<file path="src/rtl/am_demod_pkg.sv">
// Shared definitions for the AM demodulator envelope-smoothing blocks:
// default widths, the averaging controller state encoding and a clog2 helper.
package am_demod_pkg;

  localparam int DATA_W_DEF     = 12;
  localparam int MAX_LOG2_N_DEF = 6;

  typedef enum logic [1:0] {
    ST_CLEAR = 2'd0,
    ST_FILL  = 2'd1,
    ST_RUN   = 2'd2
  } state_e;

  function automatic int clog2(input int v);
    int r;
    r = 0;
    for (int i = 0; i < 31; i++)
      if ((1 << i) < v) r = i + 1;
    return r;
  endfunction

endpackage

</file>
<file path="src/rtl/avg_ring_buf.sv">
// Sample-history storage for the boxcar average: one synchronous write port,
// one asynchronous read port, no reset (contents are rewritten by CLEAR).
module avg_ring_buf
  import am_demod_pkg::*;
#(
  parameter int DATA_W = DATA_W_DEF,
  parameter int DEPTH  = 1 << MAX_LOG2_N_DEF,
  parameter int AW     = clog2(DEPTH)
) (
  input  logic              i_clk,
  input  logic              i_we,
  input  logic [AW-1:0]     i_waddr,
  input  logic [DATA_W-1:0] i_wdata,
  input  logic [AW-1:0]     i_raddr,
  output logic [DATA_W-1:0] o_rdata
);

  logic [DATA_W-1:0] mem [DEPTH];

  always_ff @(posedge i_clk)
    if (i_we) mem[i_waddr] <= i_wdata;

  // Read sees the pre-write contents when addresses collide.
  assign o_rdata = mem[i_raddr];

endmodule

</file>
<file path="src/rtl/am_avg_ctrl.sv">
// Exact boxcar moving average over the last 2^log2n envelope samples, with
// buffer clear, warm-up fill and run-time window reconfiguration.
module am_avg_ctrl
  import am_demod_pkg::*;
#(
  parameter int DATA_W     = DATA_W_DEF,
  parameter int MAX_LOG2_N = MAX_LOG2_N_DEF,
  parameter int SUM_W      = DATA_W + MAX_LOG2_N
) (
  input  logic              i_clk,
  input  logic              i_rst,
  input  logic [DATA_W-1:0] i_data,
  input  logic              i_data_valid,
  input  logic [2:0]        i_cfg_log2n,
  input  logic              i_cfg_load,
  output logic [DATA_W-1:0] o_data,
  output logic              o_data_valid,
  output logic              o_busy,
  output logic [2:0]        o_log2n
);

  localparam int         AW        = MAX_LOG2_N;
  localparam int         DEPTH     = 1 << MAX_LOG2_N;
  localparam logic [2:0] LOG2N_MAX = 3'(MAX_LOG2_N);

  state_e            state_q, state_d;
  logic [AW-1:0]     clr_cnt_q, clr_cnt_d;
  logic [AW-1:0]     wr_ptr_q, wr_ptr_d;
  logic [AW-1:0]     fill_cnt_q, fill_cnt_d;
  logic [SUM_W-1:0]  sum_q, sum_d;
  logic [DATA_W-1:0] o_data_q, o_data_d;
  logic              o_data_valid_q, o_data_valid_d;
  logic              o_busy_q, o_busy_d;
  logic [2:0]        log2n_q, log2n_d;

  logic              buf_we;
  logic [AW-1:0]     buf_waddr;
  logic [DATA_W-1:0] buf_wdata, buf_rdata;

  logic [AW:0]       n_m1;
  logic [AW-1:0]     last_idx;
  logic [SUM_W:0]    sum_ext, mean;
  logic              unused;

  avg_ring_buf #(.DATA_W(DATA_W), .DEPTH(DEPTH), .AW(AW)) u_ring (
    .i_clk   (i_clk),
    .i_we    (buf_we),
    .i_waddr (buf_waddr),
    .i_wdata (buf_wdata),
    .i_raddr (wr_ptr_q),
    .o_rdata (buf_rdata)
  );

  assign n_m1     = ((AW+1)'(1) << log2n_q) - (AW+1)'(1);
  assign last_idx = n_m1[AW-1:0];
  // Cleared slots guarantee old <= what sum already holds, so this never underflows.
  assign sum_ext  = {1'b0, sum_q} + (SUM_W+1)'(i_data) - (SUM_W+1)'(buf_rdata);
  assign mean     = sum_ext >> log2n_q;
  assign unused   = ^{sum_ext[SUM_W], mean[SUM_W:DATA_W], n_m1[AW]};

  always_comb begin
    state_d        = state_q;
    clr_cnt_d      = clr_cnt_q;
    wr_ptr_d       = wr_ptr_q;
    fill_cnt_d     = fill_cnt_q;
    sum_d          = sum_q;
    o_data_d       = o_data_q;
    o_data_valid_d = 1'b0;
    o_busy_d       = o_busy_q;
    log2n_d        = log2n_q;
    buf_we         = 1'b0;
    buf_waddr      = wr_ptr_q;
    buf_wdata      = i_data;

    if (i_cfg_load) begin
      log2n_d   = (i_cfg_log2n > LOG2N_MAX) ? LOG2N_MAX : i_cfg_log2n;
      state_d   = ST_CLEAR;
      clr_cnt_d = '0;
      o_busy_d  = 1'b1;
    end else begin
      case (state_q)
        ST_CLEAR: begin
          buf_we    = 1'b1;
          buf_waddr = clr_cnt_q;
          buf_wdata = '0;
          clr_cnt_d = clr_cnt_q + AW'(1);
          if (clr_cnt_q == AW'(DEPTH - 1)) begin
            state_d    = ST_FILL;
            sum_d      = '0;
            wr_ptr_d   = '0;
            fill_cnt_d = '0;
          end
        end
        ST_FILL, ST_RUN: begin
          if (i_data_valid) begin
            buf_we   = 1'b1;
            sum_d    = sum_ext[SUM_W-1:0];
            o_data_d = mean[DATA_W-1:0];
            wr_ptr_d = (wr_ptr_q == last_idx) ? '0 : wr_ptr_q + AW'(1);
            if (state_q == ST_RUN) begin
              o_data_valid_d = 1'b1;
            end else if (fill_cnt_q == last_idx) begin
              o_data_valid_d = 1'b1;
              o_busy_d       = 1'b0;
              state_d        = ST_RUN;
            end else begin
              fill_cnt_d = fill_cnt_q + AW'(1);
            end
          end
        end
        default: state_d = ST_CLEAR;
      endcase
    end
  end

  always_ff @(posedge i_clk or posedge i_rst) begin
    if (i_rst) begin
      state_q        <= ST_CLEAR;
      clr_cnt_q      <= '0;
      wr_ptr_q       <= '0;
      fill_cnt_q     <= '0;
      sum_q          <= '0;
      o_data_q       <= '0;
      o_data_valid_q <= 1'b0;
      o_busy_q       <= 1'b1;
      log2n_q        <= LOG2N_MAX;
    end else begin
      state_q        <= state_d;
      clr_cnt_q      <= clr_cnt_d;
      wr_ptr_q       <= wr_ptr_d;
      fill_cnt_q     <= fill_cnt_d;
      sum_q          <= sum_d;
      o_data_q       <= o_data_d;
      o_data_valid_q <= o_data_valid_d;
      o_busy_q       <= o_busy_d;
      log2n_q        <= log2n_d;
    end
  end

  assign o_data       = o_data_q;
  assign o_data_valid = o_data_valid_q;
  assign o_busy       = o_busy_q;
  assign o_log2n      = log2n_q;

endmodule
</file>
<file path="config.mk">
export PLATFORM = sky130hd
export DESIGN_NAME = am_avg_ctrl
export DESIGN_NICKNAME = d
export VERILOG_FILES = /design/src/rtl/am_demod_pkg.sv /design/src/rtl/avg_ring_buf.sv /design/src/rtl/am_avg_ctrl.sv
export SDC_FILE = /design/constraint.sdc
export NUM_CORES = 1
export LEC_CHECK = 0
export CORE_ASPECT_RATIO = 1.25
export CORE_UTILIZATION = 59
export CTS_CLUSTER_DIAMETER = 200
export DETAILED_ROUTE_END_ITERATION = 10
export GPL_TIMING_DRIVEN = 0
export PLACE_DENSITY_LB_ADDON = 0.05
export SYNTH_ARGS = -nofsm -noshare
export SYNTH_HDL_FRONTEND = slang
export SYNTH_SLANG_ARGS = --single-unit
export TNS_END_PERCENT = 30
</file>
<file path="constraint.sdc">
create_clock -name i_clk -period 10.3 [get_ports i_clk]
set_clock_uncertainty 0.05 [all_clocks]
set_input_delay 2.06 -clock i_clk [delete_from_list [all_inputs] [get_ports i_clk]]
set_output_delay 2.06 -clock i_clk [all_outputs]
set_load 0.03 [all_outputs]
</file>
==> results of run 1 <==
-- critical path: cells and delay by family, from the launching register on --
kind                     cells  cell delay [ns]
AO/OA/AOI/OAI                7             1.68
adder cells (fa/ha/maj)      3             0.98
buffers and inverters        4             2.27
flip-flops                   1             0.35
multiplexers                 4             2.00
-- through the flow --
stage / hold slack [ns] / setup WS, ns
finish: 0.4299 / 2.817
CTS: 0.4332 / 2.916
detailed placement: 0.4199 / 2.968
floorplan: 0.4580 / 4.848
global route: 0.4757 / 2.709
global placement: 0.4157 / 1.845
-- worst min-delay path by stage --
stage / end / cells past startpoint
after floorplan: sum_q[0]$_DFFE_PP0P_ / 2
after CTS: o_data[0]$_DFFE_PP0P_ / 2
after global routing: o_data[2]$_DFFE_PP0P_ / 2
final: o_data[0]$_DFFE_PP0P_ / 2
after global placement: o_data[0]$_DFFE_PP0P_ / 2
after detailed placement: o_data[0]$_DFFE_PP0P_ / 2
-- state kept, by name (all words and copies together) (netlist names) --
signal / count
o_busy: 1
o_data_valid: 1
state_q: 2
sum_q: 18
o_log2n: 3
u_ring.mem: 768
fill_cnt_q: 6
clr_cnt_q: 6
wr_ptr_q: 6
o_data: 12
-- cell families after synthesis --
logic type	after synthesis	synth area share
flip-flops	823	0.7155
buffers and inverters	156	0.01941
XOR/XNOR	37	0.009486
AND/OR/NAND/NOR	270	0.03560
adder cells (fa/ha/maj)	39	0.01692
AO/OA/AOI/OAI	156	0.02960
multiplexers	270	0.1735
-- cell usage in the layout (no fill, tap or decap), types with 32 or more instances in the layout --
cell type / instances
nor2_1: 101
mux4_2: 257
nand2_1: 73
clkbuf_16: 81
dfrtp_1: 52
clkbuf_1: 68
edfxtp_1: 768
inv_1: 60
o21ai_0: 46
a21oi_1: 32
clkdlybuf4s50_1: 35
-- area by class of cell --
class / count / area, um2
clock inverter: 37 / 315.3
clock buffer: 99 / 2095
fill: 3757 / 18970
timing repair buffer: 53 / 703.2
buffer: 93 / 426.7
sequential: 823 / 24440
inverter: 63 / 236.5
multi-input combinational: 772 / 9135
tap: 750 / 938.4
-- power by group --
group | switching, mW | internal, mW
Combinational | 1.68 | 1.20
Clock | 1.20 | 1.56
Sequential | 0.0462 | 3.77
-- metal layers --
layer  global-route usage  wire length [um]  vias to the layer above
li1                     -                 -                     7368
met5                    0                27                        -
met3              0.04587              6211                      168
met4               0.1203              3484                        4
met1               0.4030             32310                     9265
met2               0.4707             40990                      791
==> metrics.yaml, run 1 <==
worst_hold_path:
  worst_hold_path_type: "reg2reg"
  min_from: "o_data[0]$_DFFE_PP0P_"
logic_synthesis:
  synth_warnings: 0
  yosysTopAreaCell: "edfxtp_1"
  ys_types: 66
  synth.avg_cell_area_um2: 19.51
  yosys_register_bits: 823
  synth_nets: 1809
  yosysMostFrequentCell: "edfxtp_1"
  synthFlopType: "edfxtp_1"
  ys_seq_area_frac: 0.7155
  async_reset_ff_frac: 0.06683
  synth_top_area_frac: 0.6751
  syn_area_um2: 34160
  synth_area_leaders: "edfxtp_1, mux4_2, dfrtp_1, nor2_1, ha_1"
  synth_common_cells: "edfxtp_1, mux4_2, nor2_1"
  syn_inst: 1751
  synth-edff-count: 768
worst_setup_path:
  crit_end: "o_data[10]$_DFFE_PP0P_"
  cp-end-kind: "register"
  reg2reg_depth: 18
  critPathKind: "reg2reg"
  r2r-start: "wr_ptr_q[1]$_DFFE_PP0P_"
  setup.worst_path.start: "wr_ptr_q[1]$_DFFE_PP0P_"
  crit_arrival_ns: 7.94
  crit_fanout: 10
  worstPathRequired_ns: 10.76
  crit-reg2reg-capture: "o_data[10]$_DFFE_PP0P_"
  cpPeakStageDelay_ns: 0.79
  slowest_stage: "clkbuf_1"
  start_kind: "register"
  path_cells: "clkbuf_1 > clkbuf_1 > clkbuf_1 > mux4_2 > mux4_2 > mux4_2 > ha_1 > inv_1 > ha_1 > fa_1 > a21o_1 > a221o_1 > a21oi_1 > mux2_2 > a211o_1 > o221ai_1 > o22ai_1 > a21o_1"
  r2r_slack_ns: 2.82
floorplanning:
  die_h_um: 271.0
  fp.dieW_um: 217.2
  core_area_um2: 57260
  die_area_um2: 58870
  row_count: 98
  ioPinCount: 36
  initial_core_util: 0.5966
timing:
  relSlewSlack: 0.07550
  fmax_mhz: 133.6
  worst_slew_pin_slew_ns: 1.382
  fin_setup_tns_ns: 0
  finalCriticalPeriod_ns: 7.483
  rsz0062_at_grt: "false"
  finalMaxSlewViolations: 0
  setup_violations: 0
  finalCritPeriodShare: 0.7265
  hold_violations: 0
placement:
  io_buffers: 35
  post-place-cells: 2551
  place_area_um2: 35860
  dp_hpwl_um: 55660
  place_congestion: 0.9308
cts:
  cts-resized-gates: 0
  clkTransAtPathRegs_ns: 0.07
  clock_path_buffers: 3
  clockRootBuffer: "clkbuf_16"
  cts_hold_buf: 0
  numCtsBuffers: 79
  cts_sinks: 823
  clk_latency_ns: 0.62
  htree_levels: 3
  cts_setup_buffers: 0
  cts_tree: "built"
run_status:
  status: "complete, no violations"
finish:
  nNetsFinal: 1943
  fin_area_um2: 38290
  area_growth_pct: 12.09
  diodes: 0
  drive_above_1_share: 0.2253
  fin_util: 0.6687
  layout.cells.non_filler: 2690
grt:
  grt_pass1_wl_um: 120500
  gr-total-overflow: 0
  grt_antenna_before_repair: 3
  grt_max_degree: 49
  groute.usage.overall: 0.2921
  grt_pass1_vias: 17473
routing:
  route.detailed.drc: 0
  vias: 17596
  firstDrtPassIters: 6
  detail-route-antenna-nets: 0
  via_per_inst: 6.541
  wl_um: 83020
  drt_iter0_markers: 2134
  wl_per_cell_um: 30.86
power:
  p_leak_nw: 12.27
  power.density_nw_per_um2: 246.9
  peakVddDrop_mv: 0.3241
  p_total_mw: 9.455
job:
  drv_cap: 0
Note: power is estimated with default switching activity, not from simulation.
==> inputs of run 2 (changes only) <==
==> constraint.sdc (replaced) <==
create_clock -name i_clk -period 7.76 [get_ports i_clk]
set_clock_uncertainty 0.05 [all_clocks]
set_input_delay 1.552 -clock i_clk [delete_from_list [all_inputs] [get_ports i_clk]]
set_output_delay 1.552 -clock i_clk [all_outputs]
set_load 0.03 [all_outputs]
==> results of run 2 <==
The final DEF is identical to that of run 1. Status: complete, no violations.
Main changes from that run: setup slack after placement 2.968 ns -> 0.4277 ns; setup slack after layout 2.817 ns -> 0.2766 ns; register-to-register setup slack 2.82 ns -> 0.28 ns; total power 9.455 mW -> 12.55 mW; worst IR drop on VDD 0.3241 mV -> 0.4302 mV
